File: src/rtl/decode_regfile_pkg.sv
// Shared sizing for the decode-side register file and its scoreboard.
package decode_regfile_pkg;
    localparam int DR_XLEN = 32;   // default register / writeback data width
    localparam int NREG    = 32;   // architectural registers, x0 hardwired to zero
    localparam int REG_W   = 5;    // register index width

    typedef logic [REG_W-1:0] reg_idx_t;

    // True when a write this cycle targets a real (non-x0) register idx.
    function automatic logic wr_hits(input logic wr, input reg_idx_t wr_idx,
                                     input reg_idx_t idx);
        return wr && (wr_idx == idx) && (idx != '0);
    endfunction
endpackage

File: src/rtl/decode_regfile_if.sv
// Writeback + decode request/response bundle seen by the register file.
interface decode_regfile_if
    import decode_regfile_pkg::*;
#(
    parameter int XLEN = DR_XLEN
);
    logic            i_rf_wr;
    reg_idx_t        i_rf_rd;
    logic [XLEN-1:0] i_rf_data;
    logic            i_req;
    reg_idx_t        i_rs1;
    reg_idx_t        i_rs2;
    logic            i_dst_vld;
    reg_idx_t        i_dst;
    logic            i_flush;
    logic            o_hazard;
    logic [XLEN-1:0] o_rs1_data;
    logic [XLEN-1:0] o_rs2_data;
    logic            o_rd_vld;
    logic [NREG-1:0] o_busy;

    // Pipeline side: drives writes and decode requests.
    modport master (
        output i_rf_wr, i_rf_rd, i_rf_data, i_req, i_rs1, i_rs2,
               i_dst_vld, i_dst, i_flush,
        input  o_hazard, o_rs1_data, o_rs2_data, o_rd_vld, o_busy
    );

    // Register file side.
    modport slave (
        input  i_rf_wr, i_rf_rd, i_rf_data, i_req, i_rs1, i_rs2,
               i_dst_vld, i_dst, i_flush,
        output o_hazard, o_rs1_data, o_rs2_data, o_rd_vld, o_busy
    );
endinterface

File: src/rtl/decode_regfile_scoreboard.sv
// Busy-bit scoreboard: one bit per register marks an outstanding producer.
module reg_scoreboard
    import decode_regfile_pkg::*;
(
    input  logic            clk,
    input  logic            rst_n,
    input  logic            set_en,
    input  reg_idx_t        set_idx,
    input  logic            clr_en,
    input  reg_idx_t        clr_idx,
    input  logic            flush,
    input  reg_idx_t        rs1,
    input  reg_idx_t        rs2,
    output logic [NREG-1:0] busy,
    output logic            busy1,
    output logic            busy2
);
    logic [NREG-1:0] busy_nxt;

    // Next scoreboard: clear first so a same-index set (new producer) wins;
    // flush discards everything; x0 never becomes busy.
    always_comb begin
        busy_nxt = busy;
        if (clr_en) busy_nxt[clr_idx] = 1'b0;
        if (set_en) busy_nxt[set_idx] = 1'b1;
        if (flush)  busy_nxt = '0;
        busy_nxt[0] = 1'b0;
    end

    // Scoreboard state register.
    always_ff @(posedge clk or negedge rst_n) begin
        if (!rst_n) busy <= '0;
        else        busy <= busy_nxt;
    end

    assign busy1 = busy[rs1];
    assign busy2 = busy[rs2];
endmodule

File: src/rtl/decode_regfile.sv
// Decode-side register file: 1 write port, 2 registered read ports with
// same-cycle write bypass, and a hazard stall driven by the scoreboard.
module decode_regfile
    import decode_regfile_pkg::*;
#(
    parameter int XLEN = DR_XLEN
)(
    input logic              clk,
    input logic              rst_n,
    decode_regfile_if.slave  bus
);
    logic [XLEN-1:0] regs [NREG];
    logic [XLEN-1:0] rd1, rd2;
    logic            busy1, busy2, clr1, clr2, accept, set_en, clr_en;

    // A write landing this cycle resolves the hazard because bypass supplies it.
    assign clr1   = bus.i_rf_wr && (bus.i_rf_rd == bus.i_rs1);
    assign clr2   = bus.i_rf_wr && (bus.i_rf_rd == bus.i_rs2);
    assign bus.o_hazard = bus.i_req &&
                          ((busy1 && bus.i_rs1 != '0 && !clr1) ||
                           (busy2 && bus.i_rs2 != '0 && !clr2));
    assign accept = bus.i_req && !bus.o_hazard && !bus.i_flush;
    assign set_en = accept && bus.i_dst_vld && (bus.i_dst != '0);
    assign clr_en = bus.i_rf_wr && (bus.i_rf_rd != '0);

    reg_scoreboard u_sb (
        .clk     (clk),
        .rst_n   (rst_n),
        .set_en  (set_en),
        .set_idx (bus.i_dst),
        .clr_en  (clr_en),
        .clr_idx (bus.i_rf_rd),
        .flush   (bus.i_flush),
        .rs1     (bus.i_rs1),
        .rs2     (bus.i_rs2),
        .busy    (bus.o_busy),
        .busy1   (busy1),
        .busy2   (busy2)
    );

    // Operand select: x0 reads zero, an in-flight write beats array content.
    always_comb begin
        rd1 = regs[bus.i_rs1];
        rd2 = regs[bus.i_rs2];
        if (wr_hits(bus.i_rf_wr, bus.i_rf_rd, bus.i_rs1)) rd1 = bus.i_rf_data;
        if (wr_hits(bus.i_rf_wr, bus.i_rf_rd, bus.i_rs2)) rd2 = bus.i_rf_data;
        if (bus.i_rs1 == '0) rd1 = '0;
        if (bus.i_rs2 == '0) rd2 = '0;
    end

    // Register array write; x0 is never written so it stays zero.
    always_ff @(posedge clk or negedge rst_n) begin
        if (!rst_n) begin
            for (int i = 0; i < NREG; i++) regs[i] <= '0;
        end else if (clr_en) begin
            regs[bus.i_rf_rd] <= bus.i_rf_data;
        end
    end

    // Operand output registers: capture on accept, otherwise hold data.
    always_ff @(posedge clk or negedge rst_n) begin
        if (!rst_n) begin
            bus.o_rs1_data <= '0;
            bus.o_rs2_data <= '0;
            bus.o_rd_vld   <= 1'b0;
        end else begin
            bus.o_rd_vld <= accept;
            if (accept) begin
                bus.o_rs1_data <= rd1;
                bus.o_rs2_data <= rd2;
            end
        end
    end
endmodule

File: src/flat_wrapper.sv
// flat-port wrapper written by rule: the top's interface ports become plain ports
module decode_regfile_flat import decode_regfile_pkg::*;
#(
    parameter int XLEN = DR_XLEN
)
  (clk, rst_n, bus_i_rf_wr, bus_i_rf_rd, bus_i_rf_data, bus_i_req, bus_i_rs1, bus_i_rs2, bus_i_dst_vld, bus_i_dst, bus_i_flush, bus_o_hazard, bus_o_rs1_data, bus_o_rs2_data, bus_o_rd_vld, bus_o_busy);
  decode_regfile_if #(.XLEN(XLEN)) bus_i ();
  input logic clk;
  input logic rst_n;
  input wire logic [$bits(bus_i.i_rf_wr)-1:0] bus_i_rf_wr;
  input wire logic [$bits(bus_i.i_rf_rd)-1:0] bus_i_rf_rd;
  input wire logic [$bits(bus_i.i_rf_data)-1:0] bus_i_rf_data;
  input wire logic [$bits(bus_i.i_req)-1:0] bus_i_req;
  input wire logic [$bits(bus_i.i_rs1)-1:0] bus_i_rs1;
  input wire logic [$bits(bus_i.i_rs2)-1:0] bus_i_rs2;
  input wire logic [$bits(bus_i.i_dst_vld)-1:0] bus_i_dst_vld;
  input wire logic [$bits(bus_i.i_dst)-1:0] bus_i_dst;
  input wire logic [$bits(bus_i.i_flush)-1:0] bus_i_flush;
  output wire logic [$bits(bus_i.o_hazard)-1:0] bus_o_hazard;
  output wire logic [$bits(bus_i.o_rs1_data)-1:0] bus_o_rs1_data;
  output wire logic [$bits(bus_i.o_rs2_data)-1:0] bus_o_rs2_data;
  output wire logic [$bits(bus_i.o_rd_vld)-1:0] bus_o_rd_vld;
  output wire logic [$bits(bus_i.o_busy)-1:0] bus_o_busy;
  assign bus_i.i_rf_wr = bus_i_rf_wr;
  assign bus_i.i_rf_rd = bus_i_rf_rd;
  assign bus_i.i_rf_data = bus_i_rf_data;
  assign bus_i.i_req = bus_i_req;
  assign bus_i.i_rs1 = bus_i_rs1;
  assign bus_i.i_rs2 = bus_i_rs2;
  assign bus_i.i_dst_vld = bus_i_dst_vld;
  assign bus_i.i_dst = bus_i_dst;
  assign bus_i.i_flush = bus_i_flush;
  assign bus_o_hazard = bus_i.o_hazard;
  assign bus_o_rs1_data = bus_i.o_rs1_data;
  assign bus_o_rs2_data = bus_i.o_rs2_data;
  assign bus_o_rd_vld = bus_i.o_rd_vld;
  assign bus_o_busy = bus_i.o_busy;
  decode_regfile #(.XLEN(XLEN)) u_core (.clk(clk), .rst_n(rst_n), .bus(bus_i));
endmodule
File: config.mk
export PLATFORM = sky130hd
export DESIGN_NAME = decode_regfile_flat
export DESIGN_NICKNAME = d
export VERILOG_FILES = /design/src/rtl/decode_regfile_pkg.sv /design/src/rtl/decode_regfile_if.sv /design/src/rtl/decode_regfile_scoreboard.sv /design/src/rtl/decode_regfile.sv /design/src/flat_wrapper.sv
export SDC_FILE = /design/constraint.sdc
export NUM_CORES = 2
export LEC_CHECK = 0
export BUFFER_PORTS_ARGS = -buffer_cell sky130_fd_sc_hd__buf_2
export CORE_AREA = 2 2 231 403
export DETAILED_ROUTE_END_ITERATION = 8
export DIE_AREA = 0 0 233 405
export PLACE_DENSITY = 0.85
export REMOVE_ABC_BUFFERS = 1
export SLEW_MARGIN = 40
export SYNTH_ARGS = -nofsm -noshare
export SYNTH_HDL_FRONTEND = slang
export SYNTH_SLANG_ARGS = --single-unit
File: constraint.sdc
create_clock -name clk -period 6.4 [get_ports clk]
set_input_delay 0 -clock clk [delete_from_list [all_inputs] [get_ports clk]]
set_output_delay 0 -clock clk [all_outputs]
set_load 0.005 [all_outputs]
==> flow_summary.yaml <==
status:
  outcome: "complete, no violations"
worst_setup_path:
  path_delay_family: "buffers and inverters"
  startpoint: "bus_i_rs1[4]"
  worstReg2RegEnd: "u_core.u_sb.busy[6]"
  cp.required_ps: 7060
  worstSetupPathType: "primary input to register"
  crit_path_top_delay_cell: "nor3b_1"
  cp.arrival_ps: 4130
  r2r_slack_ps: 3220
  end_kind: "register"
  critPathMaxStageDelay_ps: 750
  timing.rr.start: "u_core.u_sb.busy[3]"
  crit_cells: 9
  start_kind: "primary input"
  crit_chain: "buf_2 > buf_4 > nor3b_1 > nand2b_1 > o211a_2 > a41oi_2 > nand2_8 > o31ai_1 > dlygate4sd3_1"
  path_buf_inv: 3
  r2r_cells: 7
  cp-endpoint: "u_core.u_sb.busy[6]"
  crit_fanout: 71
clock_network:
  cts_buffer_depth: 3
  cts_tree: "yes"
  cts_sinks: 1120
  htreeDepth: 3
  root_buffer: "clkbuf_16"
  postCtsSetupRepairBufs: 0
  clkLatencyLatePin_ps: 740
  numCtsBuffers: 98
  path_clk_slew_ps: 70
global_routing:
  grt-ovfl-total: 0
  grt_max_degree: 136
  antenna_found_initial: 3
  grtUsageTotal_pct: 41.3
  grt_pass1_vias: 43500
  grt_pass1_wl_mm: 281
place:
  place_congestion: 0.891
  port_buffers: 154
  hpwlAfterDp_mm: 108
  dp_cells: 5015
timing:
  setup_violations: 0
  slew-limit-headroom_pct: 36.3
  fin_crit_sh_pct: 54.2
  finalHoldViolCount: 0
  hold_slack_ps: 130
  setup_tns_ps: 0
  fmaxAchievable_mhz: 288
  rsz0062_at_grt: "false"
  worst_pin_slew_ps: 956
  slew_viol_final: 0
  min_period_ps: 3470
  worst_clock_skew_ps: 31.8
floorplanning:
  num_io_pins: 156
  dieHeight_um: 405
  die_area_um2: 94400
  core_um2: 91400
  rows: 147
  start_util_pct: 64.3
  die_x_um: 233
yosys:
  ys_seq_area_share_pct: 47.7
  synth_area_per_cell_um2: 14.6
  syn_area_um2: 58800
  synthArstFlopShare_pct: 100
  synth_edf_count: 0
  yosysUniqueCellTypes: 58
  synthCells: 4028
  synth_ff_type: "dfrtp_1"
  ys_warn_count: 0
  ys_ff_latch: 1120
power:
  p_total_mw: 20.2
  power_density_nw_per_um2: 312
  vdd_ir_drop_max_v: 0.000250
  leakage_nw: 28.1
route:
  drc_errors: 0
  wirelength_mm: 191
  wl_per_cell_um: 36.4
  drt-initial-drc-count: 5619
  routed_via_density: 7.85
  num_vias: 41300
  postRouteAntennaNets: 0
  firstDrtPassIters: 8
job:
  cap_viol_max_count: 0
final_layout:
  final_nets: 4043
  fillers: 5580
  drive_above_1_share_pct: 49.2
  seqCellArea_um2: 28000
  syn_to_final_growth_pct: 9.86
  stdcell_count: 5258
  multi_input_area_um2: 28900
min_path:
  hold_class: "primary input to register"
-- cells by family (layout without fill, tap and decap cells) --
logic type,count (synthesis),after routing,share of synthesized area (%)
flip-flops,1120,1120,47.7
buffers and inverters,467,501,3.52
multiplexers,1650,1650,40.4
AO/OA/AOI/OAI,441,441,5.15
AND/OR/NAND/NOR,339,339,3.09
other,1,5,0.00638
XOR/XNOR,10,10,0.149
-- stage by stage --
stage / utilization [%] / cell area, um2 / setup slack [ps]
floorplan: - / 56700 / 2390
global placement: 65.7 / 60100 / 2520
detailed placement: 66.0 / 60400 / 2560
CTS: 70.5 / 64400 / 3220
global route: 70.6 / 64500 / 2920
finish: 70.6 / 64500 / 2930
-- how the worst min path moves through the flow --
stage,from,to,slack (ps),depth (start not counted)
after global routing,bus_i_rs1[2],u_core.bus.o_rs1_data[23],160,5
after detailed placement,rst_n,u_core.regs[460],110,1
after CTS,bus_i_rs1[4],u_core.bus.o_rs1_data[18],100,4
after floorplan,rst_n,u_core.bus.o_rd_vld,-300,0
final,bus_i_rs1[4],u_core.bus.o_rs1_data[7],130,4
after global placement,rst_n,u_core.regs[460],110,1
-- state kept, by name, summed over array words and instances (netlist names) --
| register | flops |
|---|---|
| u_core.u_sb.busy | 31 |
| u_core.bus.o_rs2_data | 32 |
| u_core.regs | 1024 |
| u_core.bus.o_rs1_data | 32 |
| u_core.bus.o_rd_vld | 1 |
-- final cells by class --
type,instances,area share [%]
diodes,4,0.0155
clock buffers,144,4.60
clock inverters,33,0.744
inverters,6,0.0349
multi-input cells,2441,44.8
flip-flops and latches,1120,43.4
well taps,1192,2.31
repair buffers,318,4.03
-- Yosys cell counts, drive strengths merged, types with 19 or more instances --
| master | number | area share, % |
|---|---|---|
| o22ai | 116 | 1.2 |
| mux2 | 1030 | 20 |
| nand4 | 38 | 0.40 |
| or3 | 33 | 0.35 |
| o31ai | 28 | 0.36 |
| a31oi | 20 | 0.21 |
| buf | 188 | 1.7 |
| mux2i | 147 | 2.5 |
| a21oi | 31 | 0.26 |
| clkbuf | 273 | 1.7 |
| a22oi | 100 | 1.3 |
| o21ai | 71 | 0.60 |
| nand2 | 70 | 0.45 |
| a211o | 19 | 0.28 |
| nand3b | 21 | 0.27 |
| a32o | 32 | 0.55 |
| mux4 | 473 | 18 |
| nor2 | 87 | 0.56 |
| dfrtp | 1120 | 48 |
-- worst reg2reg max path: cells and delay by family (launching register included) --
family / cells / cell delay [ps]
flip-flops: 1 / 440
AO/OA/AOI/OAI: 4 / 1300
AND/OR/NAND/NOR: 1 / 450
buffers and inverters: 1 / 610
multiplexers: 1 / 290
-- routing by layer --
| layer | share of wire (%) | GRT usage [%] | vias to the layer above | wire, um |
|---|---|---|---|---|
| li1 | - | - | 15500 | - |
| met1 | 32 | 48.1 | 21300 | 61600 |
| met2 | 47 | 63.4 | 3291 | 89200 |
| met3 | 11 | 12.1 | 1208 | 21300 |
| met4 | 10 | 34.1 | 6 | 19000 |
| met5 | 0.019 | 0 | - | 36 |
-- report_power, final --
part	internal (mW)	switching (mW)
clock	3.70	2.80
combinational	2.40	1.68
sequential	8.43	1.17
-- cell usage in the layout, fill, tap and decap left out, types with 12 or more instances in the layout --
cell type      Yosys  routed
clkinv_2           0      16
o22ai_1          116     116
bufinv_16          0      12
a32o_1            32      32
dfrtp_1         1120    1120
o31ai_1           28      28
a21oi_1           31      31
clkbuf_8           0      24
buf_6             10      14
buf_4             22      74
dlygate4sd3_1      0      58
nor2_1            87      75
clkbuf_16          0     103
or3_1             33      33
or3b_2            16      16
a22oi_1          100     100
nand4_1           38      38
a211o_1           19      19
nand3b_1          21      21
o21ai_0           70      70
mux2i_1          147     147
clkbuf_1         273      17
buf_2            124     146
nand2_1           69      58
mux2_2          1030    1030
mux4_2           473     473
nand2b_1          17      13
a31oi_1           20      20
-- what timing repair did --
| item | in CTS | in global routing |
|---|---|---|
| hold endpoints to repair | 1188 | 0 |
| hold buffers | 59 | 0 |
| gates resized for setup | 0 | 0 |
| endpoints found under the setup margin | 0 | 0 |
Note: power is estimated with default switching activity, not from simulation.
